`config.mk`:
```
export PLATFORM = sky130hd
export DESIGN_NAME = down_count_ctrl
export DESIGN_NICKNAME = d
export VERILOG_FILES = /design/src/rtl/down_count_ctrl.sv
export SDC_FILE = /design/constraint.sdc
export NUM_CORES = 1
export LEC_CHECK = 0
export ABC_AREA = 1
export BUFFER_PORTS_ARGS = -buffer_cell sky130_fd_sc_hd__buf_2
export CORE_UTILIZATION = 40
export CTS_CLUSTER_DIAMETER = 120
export DETAILED_ROUTE_END_ITERATION = 8
export PLACE_DENSITY = 0.74
export SLEW_MARGIN = 30
export SYNTH_ARGS = -nofsm -noshare
export SYNTH_HDL_FRONTEND = slang
export SYNTH_SLANG_ARGS = --single-unit
```
`constraint.sdc`:
```
create_clock -name clk -period 1.5 [get_ports clk]
set_input_delay 0.375 -clock clk [delete_from_list [all_inputs] [get_ports clk]]
set_output_delay 0.375 -clock clk [all_outputs]
set_load 0.005 [all_outputs]
```
`src/rtl/down_count_ctrl.sv`:
```
// Sequencing controller for an 8-bit down counter: start/load, countdown, pause, abort, auto-reload.
// Optional prescaled decrement when the DCNT_PRESCALE_EN macro is defined.
module down_count_ctrl #(
  parameter int WIDTH    = 8,
  parameter int PRESCALE = 4
) (
  input  logic             clk,
  input  logic             rst,
  input  logic             start,
  input  logic [WIDTH-1:0] load_val,
  input  logic             pause,
  input  logic             abort,
  input  logic             auto_reload,
  output logic [WIDTH-1:0] count,
  output logic             busy,
  output logic             done
);

  typedef enum logic [1:0] {IDLE, RUN, PAUSE} state_t;

  state_t           state, state_n;
  logic [WIDTH-1:0] count_n;
  logic [WIDTH-1:0] reload_reg, reload_n;
  logic             done_n;
  logic             tick;

  if (PRESCALE < 1) begin : g_bad_prescale
    $error("down_count_ctrl: PRESCALE must be >= 1");
  end

`ifdef DCNT_PRESCALE_EN
  localparam int PW = (PRESCALE > 1) ? $clog2(PRESCALE) : 1;

  logic [PW-1:0] psc, psc_n;

  assign tick = (psc == PW'(PRESCALE - 1));

  // Cleared while idle (covers start accept), on abort and on the reload cycle; frozen while paused.
  always_comb begin
    psc_n = psc;
    if (state == IDLE || abort || (!pause && count == '0)) begin
      psc_n = '0;
    end else if (!pause) begin
      psc_n = tick ? '0 : psc + 1'b1;
    end
  end

  always_ff @(posedge clk) begin
    if (rst) psc <= '0;
    else     psc <= psc_n;
  end
`else
  assign tick = 1'b1;
`endif

  // NOTE: every output of this block gets a default first, so no path can infer a latch.
  always_comb begin
    state_n  = state;
    count_n  = count;
    reload_n = reload_reg;
    done_n   = 1'b0;
    unique case (state)
      IDLE: begin
        if (start && !abort) begin
          if (load_val != '0) begin
            count_n  = load_val;
            reload_n = load_val;
            state_n  = RUN;
          end else begin
            count_n = '0;
            done_n  = 1'b1;
          end
        end
      end
      RUN, PAUSE: begin
        if (abort) begin
          count_n = '0;
          state_n = IDLE;
        end else if (pause) begin
          state_n = PAUSE;
        end else begin
          state_n = RUN;
          // A zero count while still running only follows an auto-reload terminal count.
          if (count == '0) begin
            count_n = reload_reg;
          end else if (tick) begin
            count_n = count - 1'b1;
            if (count == WIDTH'(1)) begin
              done_n = 1'b1;
              if (!auto_reload) state_n = IDLE;
            end
          end
        end
      end
      default: state_n = IDLE;
    endcase
  end

  // NOTE: sequential state uses non-blocking assignments so all registers update together.
  always_ff @(posedge clk) begin
    if (rst) begin
      state      <= IDLE;
      count      <= '0;
      reload_reg <= '0;
      done       <= 1'b0;
    end else begin
      state      <= state_n;
      count      <= count_n;
      reload_reg <= reload_n;
      done       <= done_n;
    end
  end

  assign busy = (state != IDLE) && (count != '0);

endmodule

```
==> report_table.html <==
<table>
<tr><th>Metric</th><th>Value</th></tr>
<tr><th colspan="2">Synthesis</th></tr>
<tr><td>Sequential fraction of the synthesis area</td><td>0.312</td></tr>
<tr><td>Post-synth net total</td><td>196</td></tr>
<tr><td>Fraction of registers with async set/reset</td><td>0</td></tr>
<tr><td>Dominant combinational cell family by area after synthesis</td><td>simple AND/OR/NAND/NOR gates</td></tr>
<tr><td>Number of distinct library cells after synthesis</td><td>26</td></tr>
<tr><td>Post-synth EDFFs</td><td>0</td></tr>
<tr><td>Seq cells post-synth</td><td>19</td></tr>
<tr><td>Fraction of the mapped netlist area in adder cells</td><td>0.0514</td></tr>
<tr><td>Cell type with the largest total area after synthesis</td><td>dfxtp_1</td></tr>
<tr><td>Fraction of the mapped netlist area in compound gates</td><td>0.217</td></tr>
<tr><td>Cell with the most instances after synthesis</td><td>a21oi_1</td></tr>
<tr><td>Area fraction in and, or, nand and nor cells after synthesis</td><td>0.307</td></tr>
<tr><td>Top cells by instance count after synthesis</td><td>a21oi_1, inv_1, nand2_1, nor2_1, dfxtp_1</td></tr>
<tr><td>Cell area after synthesis</td><td>0.00122 mm^2</td></tr>
<tr><td>Largest cells by area after synthesis</td><td>dfxtp_1, a21oi_1, inv_1, o21ai_0, nand2_1</td></tr>
<tr><td>Yosys top cell area share</td><td>0.312</td></tr>
<tr><td>Leading register cell type out of synthesis</td><td>dfxtp_1</td></tr>
<tr><td>XOR/XNOR share of the synthesized area</td><td>0.0144</td></tr>
<tr><td>Number of warnings reported in the yosys synthesis log</td><td>0</td></tr>
<tr><td>Multiplexer share of the synthesized area</td><td>0</td></tr>
<tr><td>Mapped Cells</td><td>177</td></tr>
<tr><td>Post-synthesis average cell area</td><td>6.88 um^2</td></tr>
<tr><th colspan="2">Finish</th></tr>
<tr><td>Util after Layout</td><td>0.599</td></tr>
<tr><td>Number of fill cells in the layout</td><td>254</td></tr>
<tr><td>Diode count</td><td>0</td></tr>
<tr><td>Synth-to-layout area growth</td><td>39.3%</td></tr>
<tr><td># nets final</td><td>around 240</td></tr>
<tr><td>Layout cells sized above 1</td><td>0.422</td></tr>
<tr><th colspan="2">STA</th></tr>
<tr><td>Slew HR</td><td>0.671</td></tr>
<tr><td>Final hold vios</td><td>0</td></tr>
<tr><td>Slew of the pin with the lowest slew margin</td><td>493 ps</td></tr>
<tr><td>RSZ-0062 raised after global routing</td><td>true</td></tr>
<tr><td>Setup slack of the critical path after layout</td><td>-72.5 ps</td></tr>
<tr><td>Pins over their slew limit</td><td>0</td></tr>
<tr><td>Ratio of final minimum period to clock period</td><td>1.05</td></tr>
<tr><td>Final setup violation count</td><td>5</td></tr>
<tr><td>Shortest period the worst path allows</td><td>1570 ps</td></tr>
<tr><td>Maximum clock skew at final layout</td><td>~2.3 ps</td></tr>
<tr><td>Peak Freq</td><td>~640 MHz</td></tr>
<tr><th colspan="2">Floorplan</th></tr>
<tr><td>Number of placement rows</td><td>19</td></tr>
<tr><td>I/O pin count</td><td>24</td></tr>
<tr><td>Width of the chip</td><td>57.2 um</td></tr>
<tr><td>Placeable Area</td><td>0.00283 mm^2</td></tr>
<tr><td>Die outline area</td><td>0.00327 mm^2</td></tr>
<tr><td>Starting density of the core</td><td>0.430</td></tr>
<tr><td>Height of the die</td><td>57.2 um</td></tr>
<tr><th colspan="2">Critical path</th></tr>
<tr><td>Critical path launch point type</td><td>register</td></tr>
<tr><td>Cell mode on critical path</td><td>nor2_4</td></tr>
<tr><td>Crit-path leading delay family</td><td>simple AND/OR/NAND/NOR gates</td></tr>
<tr><td>Cells along the critical path</td><td>nor2_4 &gt; nand2_4 &gt; nor2_8 &gt; nor2_4 &gt; buf_2</td></tr>
<tr><td>CP max stage delay</td><td>370 ps</td></tr>
<tr><td>Crit path arrival time</td><td>1200 ps</td></tr>
<tr><td>Highest fanout seen on the critical path</td><td>5</td></tr>
<tr><td>Slowest library cell on the worst path</td><td>dfxtp_2</td></tr>
<tr><td>Internal reg-to-reg setup slack</td><td>-10 ps</td></tr>
<tr><td>Required time of the critical path</td><td>around 1100 ps</td></tr>
<tr><td>CP bufs+invs</td><td>1</td></tr>
<tr><td>Kind of critical path</td><td>reg -&gt; out</td></tr>
<tr><td>Critical Path Sink Type</td><td>output port</td></tr>
<tr><th colspan="2">GRT</th></tr>
<tr><td>Antenna violations before repair</td><td>0</td></tr>
<tr><td>Pin count of the biggest net entering global routing</td><td>15</td></tr>
<tr><td>Global router's overall resource usage</td><td>0.195</td></tr>
<tr><td>Number of global-route vias before repair</td><td>1116</td></tr>
<tr><td>Global-route wire length before repair</td><td>~5 mm</td></tr>
<tr><td>Overflow after GRT</td><td>0</td></tr>
<tr><th colspan="2">Clock tree</th></tr>
<tr><td>Sinks on Clock Net</td><td>19</td></tr>
<tr><td>H-tree lvl count</td><td>1</td></tr>
<tr><td>Number of hold buffers added after CTS</td><td>0</td></tr>
<tr><td>CTS root buf</td><td>clkbuf_4</td></tr>
<tr><td>Later-pin clock latency in the skew report</td><td>310 ps</td></tr>
<tr><td>TritonCTS Buffers</td><td>3</td></tr>
<tr><td>CTS clock-pin slew for the worst setup and hold paths</td><td>between 100 and 150 ps</td></tr>
<tr><td>TritonCTS clock tree</td><td>yes</td></tr>
<tr><td>Max Buffers Root-to-Sink</td><td>2</td></tr>
<tr><th colspan="2">Route</th></tr>
<tr><td>Post-Route WL</td><td>3.33 mm</td></tr>
<tr><td>Count of vias placed by the detailed router</td><td>1312</td></tr>
<tr><td>Wire length per cell after detailed routing</td><td>13.1 um</td></tr>
<tr><td>Number of iterations in the first detailed-routing pass</td><td>7</td></tr>
<tr><td>DRC viols</td><td>2</td></tr>
<tr><td>Vias per std cell</td><td>5.17</td></tr>
<tr><td>Post-route antenna net violation count</td><td>0</td></tr>
<tr><td>Number of design-rule violations left by the first detailed-router iteration</td><td>80</td></tr>
<tr><th colspan="2">Power and ir drop</th></tr>
<tr><td>Overall power</td><td>1820 uW</td></tr>
<tr><td>Standby leakage power</td><td>0.000768 uW</td></tr>
<tr><td>Max VDD drop</td><td>approximately 740 uV</td></tr>
<tr><td>Areal power density over the cells</td><td>1080 mW/mm^2</td></tr>
<tr><th colspan="2">Run status</th></tr>
<tr><td>Failing checks</td><td>DRC, setup timing</td></tr>
<tr><td>Result of the run</td><td>finished, violations left</td></tr>
<tr><th colspan="2">Flow run</th></tr>
<tr><td>Max-cap violations</td><td>0</td></tr>
<tr><th colspan="2">Placement</th></tr>
<tr><td>GPL Wtd Cong</td><td>around 0.87</td></tr>
<tr><td>Port Buffers</td><td>23</td></tr>
<tr><td>DPL Wire Length</td><td>2.20 mm</td></tr>
<tr><th colspan="2">Min path</th></tr>
<tr><td>Worst hold path type</td><td>in -&gt; reg</td></tr>
</table>
==> worst register-to-register path, delay by kind of cell, from the launching register on <==
family                     cells  cell delay [ps]
DFF                            1              360
and+or+nand+nor                3              340
AOI/OAI and AO/OA              2              230
adders and majority gates      1              150
buffers and inverters          3              340
==> path summary, 6_finish.rpt <==
| path | depth (start not counted) | end | startpoint |
|---|---|---|---|
| hold reg to reg | 2 | reload_reg[7]$_SDFFE_PP0P_ | reload_reg[7]$_SDFFE_PP0P_ |
| hold / removal | 2 | state[1]$_SDFFE_PP0P_ | rst |
| setup / recovery | 5 | busy | count[5]$_SDFFE_PP0P_ |
| setup reg to reg | 9 | count[1]$_SDFFE_PP0P_ | state[0]$_SDFFE_PP0P_ |
==> report_power, final <==
part | switching (uW) | leakage [uW] | total, uW | internal, uW
combinational | 518 | 0.000591 | 920 | 402
clock | 172 | 0.0000177 | 272 | 99.7
sequential | 60.3 | 0.000160 | 632 | 572
==> layout make-up <==
| type | count | area (um^2) | share of cell area |
|---|---|---|---|
| clock buffer | 3 | 22.5 | 0.0133 |
| multi-input combinational | 129 | 838 | 0.494 |
| clock inverter | 1 | 5.00 | 0.00295 |
| timing repair buffer | 44 | 284 | 0.168 |
| inverter | 27 | 114 | 0.0672 |
| sequential | 19 | 393 | 0.232 |
| tap | 31 | 38.8 | 0.0229 |
==> through the flow <==
step / hold WS (ps) / area (um^2) / worst slack (ps) / setup TNS (ps) / std cells
2_1_floorplan: 444 / 1220 / 54.9 / 0 / 177
3_3_place_gp: 475 / 1440 / 72.9 / 0 / 240
3_5_place_dp: 477 / 1440 / 29.6 / 0 / 240
4_1_cts: 288 / 1540 / -82.1 / -82.1 / 250
5_1_grt: 309 / 1700 / -108 / -666 / 254
6_report: 295 / 1700 / -72.5 / -106 / 254
==> what timing repair did <==
item                       4_1_cts  5_1_grt
setup buffers                    6        5
setup endpoints to repair        2        8
cloned                           0        0
gates resized for setup         12       35
pin swaps                        5       12
==> placed cells by master (no fill, tap or decap), types with 2 or more instances in the layout <==
cell / count
inv_2: 4
ha_4: 3
inv_4: 3
or2_0: 2
clkbuf_4: 3
nand3b_1: 2
buf_4: 18
nand2_2: 2
nand2_4: 4
dfxtp_2: 7
ha_1: 2
nor3_1: 3
inv_1: 18
nand2_1: 19
xor2_1: 2
a21oi_1: 16
buf_2: 23
o21ai_0: 15
nor2_4: 5
nand3_1: 11
nor2_2: 3
a21oi_4: 3
dfxtp_1: 11
nor2_1: 20
o21ai_1: 6
buf_6: 3
a21oi_2: 8
==> logic make-up (layout without fill, tap and decap cells) <==
| group | after synthesis | count (layout) |
|---|---|---|
| AOI/OAI and AO/OA | 50 | 50 |
| xor gates and xnor gates | 2 | 2 |
| adders and majority gates | 5 | 5 |
| buffers and inverters | 29 | 75 |
| DFF | 19 | 19 |
| and+or+nand+nor | 72 | 72 |
==> metal layers <==
metal  wire length, um  global-route usage  vias to the layer above  share of wire
li1                  -                   -                      668              -
met3               162              0.0340                        4          0.049
met2              1650               0.326                       40           0.50
met5                 0                   0                        -              0
met4                34              0.0523                        0          0.010
met1              1480               0.260                      600           0.45
No activity file was read; power rests on OpenSTA's default activity.
